<file path="src/rtl/mm_stream_master_if.sv">
// Command/response streams and Avalon-MM bus of mm_stream_master; the master modport is the block side,
// the slave modport is the host/interconnect side.
interface mm_stream_master_if #(
   parameter int ADDR_W = 32,
   parameter int DATA_W = 32,
   parameter int LEN_W  = 8
) ();
   logic                cmd_valid;
   logic                cmd_ready;
   logic [1:0]          cmd_op;
   logic [ADDR_W-1:0]   cmd_addr;
   logic [LEN_W-1:0]    cmd_len;
   logic [DATA_W-1:0]   cmd_data;

   logic                rsp_valid;
   logic                rsp_ready;
   logic [DATA_W-1:0]   rsp_data;
   logic                rsp_error;

   logic [ADDR_W-1:0]   master_address;
   logic                master_read;
   logic                master_write;
   logic [DATA_W-1:0]   master_writedata;
   logic [DATA_W/8-1:0] master_byteenable;
   logic [DATA_W-1:0]   master_readdata;
   logic                master_waitrequest;
   logic                master_readdatavalid;
   logic                master_reset_reset;

   modport master (
      input  cmd_valid, cmd_op, cmd_addr, cmd_len, cmd_data, rsp_ready,
             master_readdata, master_waitrequest, master_readdatavalid,
      output cmd_ready, rsp_valid, rsp_data, rsp_error,
             master_address, master_read, master_write, master_writedata,
             master_byteenable, master_reset_reset
   );

   modport slave (
      output cmd_valid, cmd_op, cmd_addr, cmd_len, cmd_data, rsp_ready,
             master_readdata, master_waitrequest, master_readdatavalid,
      input  cmd_ready, rsp_valid, rsp_data, rsp_error,
             master_address, master_read, master_write, master_writedata,
             master_byteenable, master_reset_reset
   );
endinterface

</file>
<file path="src/rtl/mm_stream_master.sv">
// Command-stream Avalon-MM master: registered outputs, reads throttled by response-FIFO credit, FIFO latency 1.
// Optional waitrequest watchdog with timeout filler responses under MM_MASTER_TIMEOUT_EN.
module mm_stream_master #(
   parameter int ADDR_W         = 32,
   parameter int DATA_W         = 32,
   parameter int LEN_W          = 8,
   parameter int FIFO_DEPTH     = 4,
   parameter int RESET_CYCLES   = 16,
   parameter int TIMEOUT_CYCLES = 1024
) (
   input  logic               clk_clk,
   input  logic               clk_reset_reset,
   mm_stream_master_if.master bus
);
   localparam int AW  = $clog2(FIFO_DEPTH);
   localparam int CW  = AW + 1;
   localparam int SW  = CW + 1;
   localparam int RW  = LEN_W + 1;
   localparam int RCW = $clog2(RESET_CYCLES + 1);
   localparam logic [ADDR_W-1:0] STEP = ADDR_W'(DATA_W / 8);

   localparam logic [2:0] S_IDLE  = 3'd0;
   localparam logic [2:0] S_WRITE = 3'd1;
   localparam logic [2:0] S_WDATA = 3'd2;
   localparam logic [2:0] S_READ  = 3'd3;
   localparam logic [2:0] S_DRAIN = 3'd4;
   localparam logic [2:0] S_RST   = 3'd5;

   localparam logic [1:0] OP_WRITE = 2'd0;
   localparam logic [1:0] OP_READ  = 2'd1;
   localparam logic [1:0] OP_RESET = 2'd2;

   if (FIFO_DEPTH < 2 || (FIFO_DEPTH & (FIFO_DEPTH - 1)) != 0 || DATA_W % 8 != 0 ||
       RESET_CYCLES < 1 || TIMEOUT_CYCLES < 1) begin : g_bad_params
      $error("mm_stream_master: illegal parameter set");
   end

   logic [2:0]        state, state_nxt;
   logic [RW-1:0]     rem, rem_nxt;
   logic [ADDR_W-1:0] addr_q, addr_nxt;
   logic [DATA_W-1:0] wdata_q, wdata_nxt;
   logic [RCW-1:0]    rst_cnt, rst_cnt_nxt;
   logic [CW-1:0]     outst, outst_nxt, occ, occ_nxt;
   logic [AW-1:0]     wptr, rptr, rptr_nxt;
   logic [DATA_W-1:0] mem [FIFO_DEPTH];
   logic [DATA_W-1:0] rsp_data_q, head_dat, push_dat;
   logic              cmd_ready_q, rsp_valid_q, rd_q, wr_q, sys_rst_q;
   logic              cmd_fire, wr_done, rd_issue, push_rd, fill, push, pop, credit_nxt;
   logic              tmo_hit, tmo_mode, tmo_mode_nxt;

   assign cmd_fire = bus.cmd_valid & cmd_ready_q;
   assign wr_done  = (state == S_WRITE) & wr_q & ~bus.master_waitrequest;
   assign rd_issue = rd_q & ~bus.master_waitrequest;
   // Read data with nothing outstanding is a stale return (e.g. after reset) and is dropped.
   assign push_rd  = bus.master_readdatavalid & (outst != '0);
   // Fillers wait for real returns so response order matches address order.
   assign fill     = tmo_mode & (state == S_READ) & (rem != '0) & (outst == '0) &
                     (occ != CW'(FIFO_DEPTH));
   assign push     = push_rd | fill;
   assign push_dat = push_rd ? bus.master_readdata : '0;
   assign pop      = rsp_valid_q & bus.rsp_ready;

   assign outst_nxt  = outst + CW'(rd_issue) - CW'(push_rd);
   assign occ_nxt    = occ + CW'(push) - CW'(pop);
   assign rptr_nxt   = rptr + AW'(pop);
   assign head_dat   = (occ == CW'(pop)) ? push_dat : mem[rptr_nxt];
   assign credit_nxt = (SW'(outst_nxt) + SW'(occ_nxt)) < SW'(FIFO_DEPTH);

   always_comb begin
      state_nxt    = state;
      rem_nxt      = rem;
      addr_nxt     = addr_q;
      wdata_nxt    = wdata_q;
      rst_cnt_nxt  = rst_cnt;
      tmo_mode_nxt = tmo_mode;
      case (state)
         S_IDLE: if (cmd_fire) begin
            addr_nxt     = bus.cmd_addr;
            wdata_nxt    = bus.cmd_data;
            rem_nxt      = (bus.cmd_len == '0) ? RW'(1) : {1'b0, bus.cmd_len};
            tmo_mode_nxt = 1'b0;
            rst_cnt_nxt  = RCW'(RESET_CYCLES - 1);
            case (bus.cmd_op)
               OP_WRITE: state_nxt = S_WRITE;
               OP_READ:  state_nxt = S_READ;
               OP_RESET: state_nxt = S_RST;
               default:  state_nxt = S_IDLE;
            endcase
         end
         S_WRITE: if (wr_done || tmo_hit) begin
            rem_nxt      = rem - 1'b1;
            tmo_mode_nxt = tmo_hit;
            if (rem == RW'(1)) begin
               state_nxt = S_IDLE;
            end else begin
               state_nxt = S_WDATA;
               addr_nxt  = addr_q + STEP;
            end
         end
         S_WDATA: if (cmd_fire) begin
            // After a write timeout the rest of the command's beats are swallowed.
            if (tmo_mode) begin
               rem_nxt = rem - 1'b1;
               if (rem == RW'(1)) state_nxt = S_IDLE;
            end else begin
               wdata_nxt = bus.cmd_data;
               state_nxt = S_WRITE;
            end
         end
         S_READ: begin
            if (rd_issue || fill) begin
               rem_nxt = rem - 1'b1;
               if (rd_issue) addr_nxt = addr_q + STEP;
               if (rem == RW'(1)) state_nxt = S_DRAIN;
            end else if (tmo_hit) begin
               tmo_mode_nxt = 1'b1;
            end
         end
         S_DRAIN: if (outst == '0) state_nxt = S_IDLE;
         S_RST: begin
            if (rst_cnt == '0) state_nxt = S_IDLE;
            else rst_cnt_nxt = rst_cnt - 1'b1;
         end
         default: state_nxt = S_IDLE;
      endcase
   end

   always_ff @(posedge clk_clk or posedge clk_reset_reset) begin
      if (clk_reset_reset) begin
         state       <= S_IDLE;
         rem         <= '0;
         addr_q      <= '0;
         wdata_q     <= '0;
         rst_cnt     <= '0;
         tmo_mode    <= 1'b0;
         outst       <= '0;
         occ         <= '0;
         wptr        <= '0;
         rptr        <= '0;
         cmd_ready_q <= 1'b0;
         wr_q        <= 1'b0;
         rd_q        <= 1'b0;
         sys_rst_q   <= 1'b0;
         rsp_valid_q <= 1'b0;
         rsp_data_q  <= '0;
      end else begin
         state       <= state_nxt;
         rem         <= rem_nxt;
         addr_q      <= addr_nxt;
         wdata_q     <= wdata_nxt;
         rst_cnt     <= rst_cnt_nxt;
         tmo_mode    <= tmo_mode_nxt;
         outst       <= outst_nxt;
         occ         <= occ_nxt;
         rptr        <= rptr_nxt;
         if (push) wptr <= wptr + 1'b1;
         cmd_ready_q <= (state_nxt == S_IDLE) || (state_nxt == S_WDATA);
         wr_q        <= (state_nxt == S_WRITE);
         // Credit counts every issued read, so a pending request is never withdrawn.
         rd_q        <= (state_nxt == S_READ) && !tmo_mode_nxt && credit_nxt;
         sys_rst_q   <= (state_nxt == S_RST);
         rsp_valid_q <= (occ_nxt != '0);
         rsp_data_q  <= head_dat;
      end
   end

   always_ff @(posedge clk_clk) begin
      if (push) mem[wptr] <= push_dat;
   end

`ifdef MM_MASTER_TIMEOUT_EN
   localparam int TW = $clog2(TIMEOUT_CYCLES + 1);
   logic [TW-1:0]         tmo_cnt;
   logic [FIFO_DEPTH-1:0] mem_err;
   logic                  stall, rsp_error_q;

   assign stall   = (rd_q | wr_q) & bus.master_waitrequest;
   assign tmo_hit = stall & (tmo_cnt == TW'(TIMEOUT_CYCLES - 1));

   always_ff @(posedge clk_clk or posedge clk_reset_reset) begin
      if (clk_reset_reset) begin
         tmo_cnt     <= '0;
         mem_err     <= '0;
         rsp_error_q <= 1'b0;
      end else begin
         tmo_cnt <= (stall && !tmo_hit) ? tmo_cnt + 1'b1 : '0;
         if (push) mem_err[wptr] <= fill;
         rsp_error_q <= (occ == CW'(pop)) ? fill : mem_err[rptr_nxt];
      end
   end

   assign bus.rsp_error = rsp_error_q;
`else
   assign tmo_hit       = 1'b0;
   assign bus.rsp_error = 1'b0;
`endif

   assign bus.cmd_ready          = cmd_ready_q;
   assign bus.rsp_valid          = rsp_valid_q;
   assign bus.rsp_data           = rsp_data_q;
   assign bus.master_address     = addr_q;
   assign bus.master_read        = rd_q;
   assign bus.master_write       = wr_q;
   assign bus.master_writedata   = wdata_q;
   assign bus.master_byteenable  = '1;
   assign bus.master_reset_reset = sys_rst_q;
endmodule

</file>
<file path="src/flat_wrapper.sv">
// flat-port wrapper written by rule: the top's interface ports become plain ports
module mm_stream_master_flat 
#(
   parameter int ADDR_W         = 32,
   parameter int DATA_W         = 32,
   parameter int LEN_W          = 8,
   parameter int FIFO_DEPTH     = 4,
   parameter int RESET_CYCLES   = 16,
   parameter int TIMEOUT_CYCLES = 1024
)
  (clk_clk, clk_reset_reset, bus_cmd_valid, bus_cmd_op, bus_cmd_addr, bus_cmd_len, bus_cmd_data, bus_rsp_ready, bus_master_readdata, bus_master_waitrequest, bus_master_readdatavalid, bus_cmd_ready, bus_rsp_valid, bus_rsp_data, bus_rsp_error, bus_master_address, bus_master_read, bus_master_write, bus_master_writedata, bus_master_byteenable, bus_master_reset_reset);
  mm_stream_master_if #(.ADDR_W(ADDR_W), .DATA_W(DATA_W), .LEN_W(LEN_W)) bus_i ();
  input  logic clk_clk;
  input  logic clk_reset_reset;
  input wire logic [$bits(bus_i.cmd_valid)-1:0] bus_cmd_valid;
  input wire logic [$bits(bus_i.cmd_op)-1:0] bus_cmd_op;
  input wire logic [$bits(bus_i.cmd_addr)-1:0] bus_cmd_addr;
  input wire logic [$bits(bus_i.cmd_len)-1:0] bus_cmd_len;
  input wire logic [$bits(bus_i.cmd_data)-1:0] bus_cmd_data;
  input wire logic [$bits(bus_i.rsp_ready)-1:0] bus_rsp_ready;
  input wire logic [$bits(bus_i.master_readdata)-1:0] bus_master_readdata;
  input wire logic [$bits(bus_i.master_waitrequest)-1:0] bus_master_waitrequest;
  input wire logic [$bits(bus_i.master_readdatavalid)-1:0] bus_master_readdatavalid;
  output wire logic [$bits(bus_i.cmd_ready)-1:0] bus_cmd_ready;
  output wire logic [$bits(bus_i.rsp_valid)-1:0] bus_rsp_valid;
  output wire logic [$bits(bus_i.rsp_data)-1:0] bus_rsp_data;
  output wire logic [$bits(bus_i.rsp_error)-1:0] bus_rsp_error;
  output wire logic [$bits(bus_i.master_address)-1:0] bus_master_address;
  output wire logic [$bits(bus_i.master_read)-1:0] bus_master_read;
  output wire logic [$bits(bus_i.master_write)-1:0] bus_master_write;
  output wire logic [$bits(bus_i.master_writedata)-1:0] bus_master_writedata;
  output wire logic [$bits(bus_i.master_byteenable)-1:0] bus_master_byteenable;
  output wire logic [$bits(bus_i.master_reset_reset)-1:0] bus_master_reset_reset;
  assign bus_i.cmd_valid = bus_cmd_valid;
  assign bus_i.cmd_op = bus_cmd_op;
  assign bus_i.cmd_addr = bus_cmd_addr;
  assign bus_i.cmd_len = bus_cmd_len;
  assign bus_i.cmd_data = bus_cmd_data;
  assign bus_i.rsp_ready = bus_rsp_ready;
  assign bus_i.master_readdata = bus_master_readdata;
  assign bus_i.master_waitrequest = bus_master_waitrequest;
  assign bus_i.master_readdatavalid = bus_master_readdatavalid;
  assign bus_cmd_ready = bus_i.cmd_ready;
  assign bus_rsp_valid = bus_i.rsp_valid;
  assign bus_rsp_data = bus_i.rsp_data;
  assign bus_rsp_error = bus_i.rsp_error;
  assign bus_master_address = bus_i.master_address;
  assign bus_master_read = bus_i.master_read;
  assign bus_master_write = bus_i.master_write;
  assign bus_master_writedata = bus_i.master_writedata;
  assign bus_master_byteenable = bus_i.master_byteenable;
  assign bus_master_reset_reset = bus_i.master_reset_reset;
  mm_stream_master #(.ADDR_W(ADDR_W), .DATA_W(DATA_W), .LEN_W(LEN_W), .FIFO_DEPTH(FIFO_DEPTH), .RESET_CYCLES(RESET_CYCLES), .TIMEOUT_CYCLES(TIMEOUT_CYCLES)) u_core (.clk_clk(clk_clk), .clk_reset_reset(clk_reset_reset), .bus(bus_i));
endmodule
</file>
<file path="config.mk">
export PLATFORM = sky130hd
export DESIGN_NAME = mm_stream_master_flat
export DESIGN_NICKNAME = d
export VERILOG_FILES = /design/src/rtl/mm_stream_master_if.sv /design/src/rtl/mm_stream_master.sv /design/src/flat_wrapper.sv
export SDC_FILE = /design/constraint.sdc
export NUM_CORES = 1
export LEC_CHECK = 0
export ABC_AREA = 0
export CELL_PAD_IN_SITES_DETAIL_PLACEMENT = 2
export CELL_PAD_IN_SITES_GLOBAL_PLACEMENT = 2
export CORE_AREA = 2 2 163 165
export DETAILED_ROUTE_END_ITERATION = 12
export DIE_AREA = 0 0 165 167
export DONT_BUFFER_PORTS = 1
export HOLD_SLACK_MARGIN = 0.03
export PLACE_DENSITY_LB_ADDON = 0.1
export SLEW_MARGIN = 20
export SYNTH_ARGS = -nofsm -noshare
export SYNTH_HDL_FRONTEND = slang
export SYNTH_SLANG_ARGS = --single-unit
export TNS_END_PERCENT = 20
</file>
<file path="constraint.sdc">
create_clock -name clk_clk -period 5.1 [get_ports clk_clk]
set_input_delay 1.02 -clock clk_clk [delete_from_list [all_inputs] [get_ports clk_clk]]
set_output_delay 1.02 -clock clk_clk [all_outputs]
set_load 0.05 [all_outputs]
</file>
==> results.sh, run 1 <==
export IMPL_final_area_um2=12670
export IMPL_cts_buffers=29
export IMPL_grt_pass1_wl_um=47220
export IMPL_cts_hold_buf=0
export IMPL_max_stage_delay_ps=480
export IMPL_clock_path_buffers=3
export IMPL_synthCells=793
export IMPL_synthTopCellsByCount="129 x dfrtp_1, 128 x edfxtp_1, 68 x mux2_2, 42 x and3_1, 41 x a21oi_1"
export IMPL_synth_top_cell_area_share=0.3418
export IMPL_cts_resized=0
export IMPL_antenna_found_initial=2
export IMPL_antenna_left=0
export IMPL_fillers=2410
export IMPL_p_comb_frac=0.281
export IMPL_period_minus_slack_ps=4027
export IMPL_postCtsSetupBuffers=0
export IMPL_synthDistinctLibCells=71
export IMPL_core_um2=25760
export IMPL_status="completed"
export IMPL_viasPerCell=6.026
export IMPL_die_area_um2=27560
export IMPL_worstMarginPinSlew_ps=969.8
export IMPL_grt_total_usage=0.2231
export IMPL_hold_slack_ps=547.0
export IMPL_power_switching_uw=4307
export IMPL_path_delay_family="simple AND/OR/NAND/NOR gates"
export IMPL_wire_per_inst_um=26.41
export IMPL_synthTopCellsByArea="edfxtp_1 34%, dfrtp_1 29%, mux2_2 6.8%"
export IMPL_final_max_slew_violation_count=0
export IMPL_start_util=0.4365
export IMPL_p_int_uw=5497
export IMPL_die_h_um=167
export IMPL_rrSetupSlack_ps=1070
export IMPL_synth_seq_cells=257
export IMPL_async_flop_share=0.5019
export IMPL_place_congestion=0.8051
export IMPL_vias=6912
export IMPL_h_tree_depth=1
export IMPL_fp_dieW_um=165
export IMPL_required_ps=5580
export IMPL_wl_um=30290
export IMPL_total_leakage_power_uw=0.004834
export IMPL_seqPwrFrac=0.507
export IMPL_cts_root_buf="clkbuf_16"
export IMPL_finalSetupViolCount=0
export IMPL_drt_first_iter_violations=402
export IMPL_cp_max_fo=33
export IMPL_path_buf_inv=3
export IMPL_dr_pass1_iters=4
export IMPL_areaGrowthSynthToFinish_pct=12.67
export IMPL_drv_cap=0
export IMPL_drive_gt1_frac=0.2219
export IMPL_dp_hpwl_um=19960
export IMPL_p_per_area_nw_per_um2=773.6
export IMPL_grt_max_degree=100
export IMPL_worstPathArrival_ps=4510
export IMPL_rsz0062_at_grt="false"
export IMPL_place_area_um2=11710
export IMPL_setup_worst_path_class="reg -> reg"
export IMPL_crit_slowest_cell="or3_1"
export IMPL_ys_flop_type="dfrtp_1"
export IMPL_yosysSeqAreaShare=0.6288
export IMPL_fmax_mhz=248.3
export IMPL_fin_nets=918
export IMPL_pin_count=218
export IMPL_drcViolationCount=0
export IMPL_rows=59
export IMPL_fin_util=0.4919
export IMPL_synth_top_area_cell="edfxtp_1"
export IMPL_peakVddDrop_v=0.0003997
export IMPL_cts_tree="done"
export IMPL_hp_class="in -> async"
export IMPL_cts_clk_slew_worst_paths_ps=60
export IMPL_crit_chain="or3_1 -> buf_4 -> and2_1 -> a21oi_1 -> buf_4 -> inv_1 -> ha_1 -> fa_1 -> xor2_1 -> xnor2_1 -> ha_1 -> or3_1 -> a311oi_1 -> and4b_1"
export IMPL_ys_warn_count=0
export IMPL_globalRoute_totalOverflow=0
export IMPL_clock_latency_ps=550
export IMPL_mappedNetlistArea_um2=11250
export IMPL_cts_sinks=257
export IMPL_max_slew_margin_rel=0.3535
export IMPL_synth_area_per_cell_um2=14.18
export IMPL_hold_violations=0
export IMPL_grt_pass1_vias=7871
export IMPL_clkPwrFrac=0.212
export IMPL_critical_path_endpoint_type="flip-flop"
export IMPL_worst_setup_path_start_kind="flip-flop"
export IMPL_final_setup_tns_ps=0
export IMPL_port_buffer_count=0
export IMPL_yosysMostFrequentCell="dfrtp_1"
export IMPL_synth_edf_count=128
export IMPL_swShare=0.4393
export IMPL_period_share=0.7897
export IMPL_clock_skew_ps=10.33
## worst paths after layout
| kind | from | cells past startpoint | to |
|---|---|---|---|
| min reg2reg | u_core.rst_cnt[4]$_DFFE_PP0P_ | 1 | u_core.rst_cnt[4]$_DFFE_PP0P_ |
| max reg2reg | u_core.outst[1]$_DFF_PP0_ | 14 | u_core.bus.master_read$_DFF_PP0_ |
| min in group clk_clk | u_core.rst_cnt[4]$_DFFE_PP0P_ | 1 | u_core.rst_cnt[4]$_DFFE_PP0P_ |
| min | clk_reset_reset | 1 | u_core.bus.rsp_data[24]$_DFF_PP0_ |
| max | u_core.outst[1]$_DFF_PP0_ | 14 | u_core.bus.master_read$_DFF_PP0_ |
| max in group asynchronous | clk_reset_reset | 2 | u_core.bus.master_address[8]$_DFFE_PP0P_ |
## cells by family after synthesis
kind of cell    Yosys count  synth area share
fa+ha+maj                18           0.02136
flops                   257            0.6288
buf+inv                  75           0.02826
simple gates            185           0.09200
other cells               2         0.0006677
xor+xnor                  8          0.006230
compound gates          146           0.08878
mux                     102            0.1339
## sequential cells by signal, indices dropped and copies added, names as in the netlist
name and flops:
u_core.bus.master_address 32, u_core.outst 3, u_core.wptr 2, u_core.bus.master_reset_reset 1, u_core.occ 3, u_core.state 3, u_core.bus.cmd_ready 1, u_core.bus.master_write 1
u_core.rst_cnt 5, u_core.rptr 2, u_core.rem 9, u_core.tmo_mode 1, u_core.mem 128, u_core.bus.master_writedata 32, u_core.bus.rsp_valid 1, u_core.bus.rsp_data 32
u_core.bus.master_read 1
## layout make-up
cell class | instances | area [um2] | share of cell area
Antenna cell | 1 | 2.502 | 0.0001975
Clock buffer | 42 | 844.6 | 0.06665
Clock inverter | 12 | 113.9 | 0.008985
Inverter | 23 | 91.34 | 0.007208
Multi-Input combinational cell | 464 | 3951 | 0.3118
Sequential cell | 257 | 7072 | 0.5581
Tap cell | 335 | 419.2 | 0.03308
Timing Repair Buffer | 13 | 177.7 | 0.01402
## placed cells by master, fill, tap and decap left out, types with 9 or more instances in the layout
master	n
o21ai_0	18
buf_4	9
ha_1	15
and3_1	42
inv_1	22
nand3_1	16
edfxtp_1	128
nor2_1	22
nand4_1	9
o22ai_1	10
a21oi_1	41
dfrtp_1	129
mux4_2	32
clkbuf_16	29
mux2_2	68
a2bb2oi_1	11
nand2_1	36
## metal layers
layer	track usage	routed length, um
met1	0.2827	12140
met4	0.04839	467
met5	0	0
met3	0.05704	2034
met2	0.3848	15650
## power by group through the flow
stage | clock network [uW] | logic [uW] | registers (uW)
3_5_place_dp | 0 | 2780 | 5020
3_3_place_gp | 0 | 2560 | 4960
5_1_grt | 2210 | 3060 | 5080
4_1_cts | 2130 | 2820 | 4980
6_report | 2080 | 2760 | 4970
2_1_floorplan | 0 | 2100 | 4760
## through the flow
stage	std cells	setup WS (ps)	power, uW
5_1_grt	1146	891.3	10340
2_1_floorplan	796	639.0	6860
6_report	1147	1073	9803
3_3_place_gp	1088	1282	7520
3_5_place_dp	1092	1111	7801
4_1_cts	1146	1064	9933
Power figures use the tool's default switching activity.
==> inputs of run 2 (changes only) <==
CORE_AREA = 2 2 173 175   (was 2 2 163 165)
DIE_AREA = 0 0 175 177   (was 0 0 165 167)
clock period = 3.5 ns   (was 5.1 ns; I/O delays follow)
==> run 2 against run 1 <==
Against the previous run:
- critical path depth fell by 1
- global-route usage down 3.1 points
- clock-buffer cell count is 2 lower
- highest routed layer unchanged
- largest power group unchanged
==> results.sh, run 2 (same netlist as run 1, synthesis figures left out) <==
export IMPL_status="completed"
export IMPL_fp_dieW_um=175
export IMPL_fin_cells=1225
export IMPL_crit_slowest_cell="dfrtp_1"
export IMPL_path_depth=13
export IMPL_cp_common_cell="ha_1"
export IMPL_die_h_um=177
export IMPL_cts_clk_slew_worst_paths_ps=60
export IMPL_rr_worst_depth=13
export IMPL_rsz0062_at_grt="false"
export IMPL_fillers=2842
export IMPL_total_leakage_power_uw=0.004917
export IMPL_crit_chain="nor4_1 -> buf_4 -> nand3_1 -> a21oi_2 -> inv_1 -> ha_1 -> fa_2 -> xor2_2 -> xnor2_2 -> ha_1 -> or3_1 -> a311oi_2 -> and4b_1"
export IMPL_cts_tree="done"
export IMPL_grt_max_degree=61
export IMPL_grt_total_usage=0.1922
export IMPL_period_share=0.9326
export IMPL_hold_violations=0
export IMPL_dr_pass1_iters=6
export IMPL_wire_per_inst_um=24.23
export IMPL_routed_top_layer="met4"
export IMPL_pin_count=218
export IMPL_wl_um=29680
export IMPL_hp_class="in -> async"
export IMPL_met2WireLength_um=15550
export IMPL_path_buf_inv=2
export IMPL_cts_buffers=29
export IMPL_largest_reg_flops=128
export IMPL_grt_pass1_vias=7933
export IMPL_max_slew_margin_rel=0.3775
export IMPL_dp_hpwl_um=19530
export IMPL_drt_first_iter_violations=357
export IMPL_peakVddDrop_v=0.0006263
export IMPL_path_delay_family="simple AND/OR/NAND/NOR gates"
export IMPL_max_stage_delay_ps=380
export IMPL_cts_root_buf="clkbuf_16"
export IMPL_vias=6938
export IMPL_worstMarginPinSlew_ps=933.7
export IMPL_critical_path_endpoint_type="flip-flop"
export IMPL_final_max_slew_violation_count=0
export IMPL_core_um2=29240
export IMPL_viasPerCell=5.664
export IMPL_drcViolationCount=0
export IMPL_setup_worst_path_class="reg -> reg"
export IMPL_h_tree_depth=1
export IMPL_clock_latency_ps=550
export IMPL_required_ps=3980
export IMPL_cp_max_fo=3
export IMPL_antenna_left=0
export IMPL_fin_nets=937
export IMPL_port_buffer_count=0
export IMPL_place_congestion=0.7602
export IMPL_die_area_um2=30980
export IMPL_areaGrowthSynthToFinish_pct=15.05
export IMPL_hold_slack_ps=45.33
export IMPL_placed_cells=1165
export IMPL_drv_cap=0
export IMPL_worst_setup_path_start_kind="flip-flop"
export IMPL_clock_path_buffers=3
export IMPL_top_register="u_core.mem"
export IMPL_globalRoute_totalOverflow=0
export IMPL_dr_wl_met3_um=1682
export IMPL_worstPathArrival_ps=3740
export IMPL_p_per_area_nw_per_um2=1117
export IMPL_clock_skew_ps=19.23
export IMPL_start_util=0.3846
export IMPL_wl_met1_um=11980
export IMPL_fmax_mhz=306.4
export IMPL_grt_pass1_wl_um=46450
export IMPL_cts_sinks=257
export IMPL_rows=63
export IMPL_drive_gt1_frac=0.2446
export IMPL_layout_commonest_cell="dfrtp_1"
export IMPL_antenna_found_initial=1
export IMPL_most_common_layout_cells="129 x dfrtp_1, 128 x edfxtp_1, 68 x mux2_2, 42 x and3_1, 40 x a21oi_1"
export IMPL_finalSetupViolCount=0
export IMPL_period_minus_slack_ps=3264
## run 2: cell count changes in the layout (fill, tap and decap cells not counted), sizes merged
cell | previous run | this run
buf | 13 | 32
clkinvlp | 1 | 6
diode | 1 | 5
clkbuf | 42 | 40
clkinv | 8 | 6
inv | 24 | 23
## run 2: metrics by stage
step / util / total power (uW) / instance area [um2] / setup WS (ps) / TNS [ps]
detailed placement: 0.4075 / 11490 / 11920 / -72.74 / -72.74
finish: 0.4425 / 14460 / 12940 / 235.8 / 0
global placement: 0.4075 / 11200 / 11920 / 155.5 / 0
CTS: 0.4417 / 14640 / 12920 / 8.114 / 0
global route: 0.4421 / 15250 / 12930 / 42.54 / 0
floorplan: - / 9997 / 11260 / 60.26 / 0
## run 2: power by group
part	internal [uW]	switching (uW)	total, uW
Clock	1820	1230	3050
Combinational	2050	2320	4370
Sequential	4290	2750	7040
Total	8160	6300	14500
## run 2: area by class of cell
| class | instances | area [um2] | share of cell area |
|---|---|---|---|
| sequential | 257 | 7072 | 0.5465 |
| multi-input combinational | 464 | 3979 | 0.3075 |
| clock buffer | 40 | 838.3 | 0.06478 |
| tap | 390 | 488.0 | 0.03771 |
| timing repair buffer | 32 | 327.8 | 0.02533 |
| clock inverter | 14 | 132.6 | 0.01025 |
| inverter | 23 | 90.09 | 0.006962 |
| antenna | 5 | 12.51 | 0.0009669 |
## run 2: repair_timing
action / 4_1_cts / 5_1_grt
gates resized for setup: 4 / 2
pin swaps: 1 / 1
hold buffers: 0 / 0
setup buffers: 1 / 0
endpoints found under the setup margin: 1 / 1
## run 2: worst paths after layout
path	startpoint	slack [ps]	to
max	u_core.rem[5]$_DFFE_PP0P_	240	u_core.bus.master_read$_DFF_PP0_
min	clk_reset_reset	50	u_core.bus.master_writedata[7]$_DFFE_PP0P_
max reg2reg	u_core.rem[5]$_DFFE_PP0P_	240	u_core.bus.master_read$_DFF_PP0_
min reg2reg	u_core.rst_cnt[4]$_DFFE_PP0P_	550	u_core.rst_cnt[4]$_DFFE_PP0P_
max in group asynchronous	clk_reset_reset	2690	u_core.bus.master_address[8]$_DFFE_PP0P_
min in group clk_clk	bus_cmd_data[29]	310	u_core.bus.master_writedata[29]$_DFFE_PP0P_
## run 2: per-layer routing
layer  up-vias  global-route usage
met5         -                   0
met4         0             0.04236
met3        35             0.04231
met2       168              0.3416
met1      3682              0.2407
li1       3053                   -
==> inputs of run 3 (changes only) <==
CORE_AREA = 2 2 158 160   (was 2 2 173 175)
DIE_AREA = 0 0 160 162   (was 0 0 175 177)
REMOVE_ABC_BUFFERS = 1   (was not set)
clock period = 4.24 ns   (was 3.5 ns; I/O delays follow)
==> run 3 against run 2 <==
Against the previous run:
- routed wire length rose by 4.4%
- non-clock buffer count down 14
- clock skew shrank 3.1 ps
- sequential power is 15% lower
- clock-buffer cell count shrank 9
- via count fell by 1.4%
- design area fell by 1.8%
- largest power group unchanged
==> results.sh, run 3 (same netlist as run 1, synthesis figures left out) <==
export IMPL_die_area_um2=25920
export IMPL_cts_root_buf="clkbuf_16"
export IMPL_h_tree_depth=1
export IMPL_crit_slowest_cell="nor4_1"
export IMPL_clock_latency_ps=540
export IMPL_clkPwrFrac=0.220
export IMPL_antenna_left=0
export IMPL_worstPathArrival_ps=4240
export IMPL_viasPerCell=5.983
export IMPL_cts_hold_buf=0
export IMPL_critical_path_endpoint_type="flip-flop"
export IMPL_grt_pass1_vias=7951
export IMPL_required_ps=4710
export IMPL_port_buffer_count=0
export IMPL_worst_setup_path_start_kind="flip-flop"
export IMPL_drv_cap=0
export IMPL_seqPwrFrac=0.499
export IMPL_period_minus_slack_ps=3774
export IMPL_cts_buffers=28
export IMPL_grt_total_usage=0.2398
export IMPL_fp_dieW_um=160
export IMPL_final_max_slew_violation_count=0
export IMPL_cts_resized=0
export IMPL_max_stage_delay_ps=590
export IMPL_finalSetupViolCount=0
export IMPL_peakVddDrop_v=0.0004519
export IMPL_crit_chain="nor4_1 -> nand3_1 -> a21oi_1 -> inv_1 -> ha_1 -> fa_1 -> xor2_1 -> xnor2_1 -> ha_1 -> or3_1 -> a311oi_1 -> and4b_1"
export IMPL_clock_path_buffers=3
export IMPL_setup_worst_path_class="reg -> reg"
export IMPL_largest_reg_flops=128
export IMPL_clock_skew_ps=16.13
export IMPL_wl_um=30980
export IMPL_dr_pass1_iters=5
export IMPL_cts_clk_slew_worst_paths_ps=60
export IMPL_fmax_mhz=265.0
export IMPL_p_int_uw=6747
export IMPL_grt_max_degree=85
export IMPL_rows=57
export IMPL_dp_hpwl_um=19660
export IMPL_areaGrowthSynthToFinish_pct=12.95
export IMPL_worstMarginPinSlew_ps=1028
export IMPL_path_buf_inv=1
export IMPL_globalRoute_totalOverflow=0
export IMPL_wire_per_inst_um=27.08
export IMPL_start_util=0.4666
export IMPL_grt_pass1_wl_um=48090
export IMPL_hp_class="in -> async"
export IMPL_top_register="u_core.mem"
export IMPL_max_slew_margin_rel=0.3145
export IMPL_layout_commonest_cell="dfrtp_1"
export IMPL_fin_nets=922
export IMPL_pin_count=218
export IMPL_cts_tree="done"
export IMPL_path_delay_family="simple AND/OR/NAND/NOR gates"
export IMPL_cp_common_cell="ha_1"
export IMPL_status="completed"
export IMPL_period_share=0.8901
export IMPL_vias=6844
export IMPL_drcViolationCount=0
export IMPL_placed_cells=1085
export IMPL_die_h_um=162
export IMPL_postCtsSetupBuffers=0
export IMPL_fin_util=0.5270
export IMPL_power_switching_uw=5266
export IMPL_rsz0062_at_grt="false"
export IMPL_cp_max_fo=6
export IMPL_total_leakage_power_uw=0.004871
export IMPL_fin_cells=1144
export IMPL_core_um2=24110
export IMPL_drt_first_iter_violations=412
export IMPL_place_congestion=0.7773
export IMPL_antenna_found_initial=7
export IMPL_hold_violations=0
export IMPL_drive_gt1_frac=0.2285
export IMPL_swShare=0.4384
export IMPL_cts_sinks=257
export IMPL_p_comb_frac=0.281
export IMPL_most_common_layout_cells="129 x dfrtp_1, 128 x edfxtp_1, 68 x mux2_2, 42 x and3_1, 41 x a21oi_1"
export IMPL_p_per_area_nw_per_um2=945.7
==> run 3: power by group through the flow <==
stage               registers [uW]  logic [uW]  clock network [uW]
finish                        5990        3380                2640
detailed placement            6030        3360                   0
global placement              5940        3140                   0
CTS                           6000        3430                2690
floorplan                     5740        2450                   0
global route                  6100        3730                2790
==> run 3: final cells by class <==
| type | instances | area (um2) |
|---|---|---|
| inverter | 23 | 91.34 |
| multi-input combinational | 464 | 3945 |
| fill | 2232 | 11400 |
| clock buffer | 31 | 743.2 |
| sequential | 257 | 7072 |
| antenna | 6 | 15.01 |
| tap | 324 | 405.4 |
| timing repair buffer | 18 | 167.7 |
| clock inverter | 21 | 264.0 |
==> run 3: per-layer routing <==
metal / wire length, um / vias up / track usage / share of wire
li1: - / 3029 / - / -
met1: 12280 / 3564 / 0.2930 / 0.40
met2: 16120 / 214 / 0.4250 / 0.52
met3: 2084 / 35 / 0.06333 / 0.067
met4: 482 / 2 / 0.06347 / 0.016
met5: 16 / - / 0 / 0.00052
==> run 3: final timing paths <==
| path | slack, ps | from | cells after the start | to |
|---|---|---|---|---|
| setup / recovery | 470 | u_core.rem[5]$_DFFE_PP0P_ | 12 | u_core.bus.master_read$_DFF_PP0_ |
| hold / removal | 310 | clk_reset_reset | 1 | u_core.bus.master_writedata[13]$_DFFE_PP0P_ |
| setup reg to reg | 470 | u_core.rem[5]$_DFFE_PP0P_ | 12 | u_core.bus.master_read$_DFF_PP0_ |
| hold reg to reg | 510 | u_core.rst_cnt[4]$_DFFE_PP0P_ | 1 | u_core.rst_cnt[4]$_DFFE_PP0P_ |
| max in group asynchronous | 3070 | clk_reset_reset | 2 | u_core.bus.master_address[19]$_DFFE_PP0P_ |
| min in group clk_clk | 450 | bus_cmd_data[1] | 1 | u_core.bus.master_writedata[1]$_DFFE_PP0P_ |
==> run 3: worst reg2reg max path, cell delays in order, from the launching register on <==
cell	delay, ps
dfrtp_1	440
nor4_1	590
nand3_1	250
a21oi_1	240
inv_1	70
ha_1	220
fa_1	390
xor2_1	180
xnor2_1	240
ha_1	280
or3_1	350
a311oi_1	230
and4b_1	220
==> run 3: through the flow <==
stage          setup TNS [ps]  area [um2]  setup WS [ps]  total power (uW)  hold WS (ps)
6_report                    0       12700          465.8             12010         314.2
2_1_floorplan           -6320       11030         -48.99              8186         492.4
3_3_place_gp                0       11660          755.2              9079         499.0
3_5_place_dp                0       11660          600.7              9391         511.7
4_1_cts                     0       12670          422.4             12130         376.6
5_1_grt                     0       12700          209.2             12630         352.5
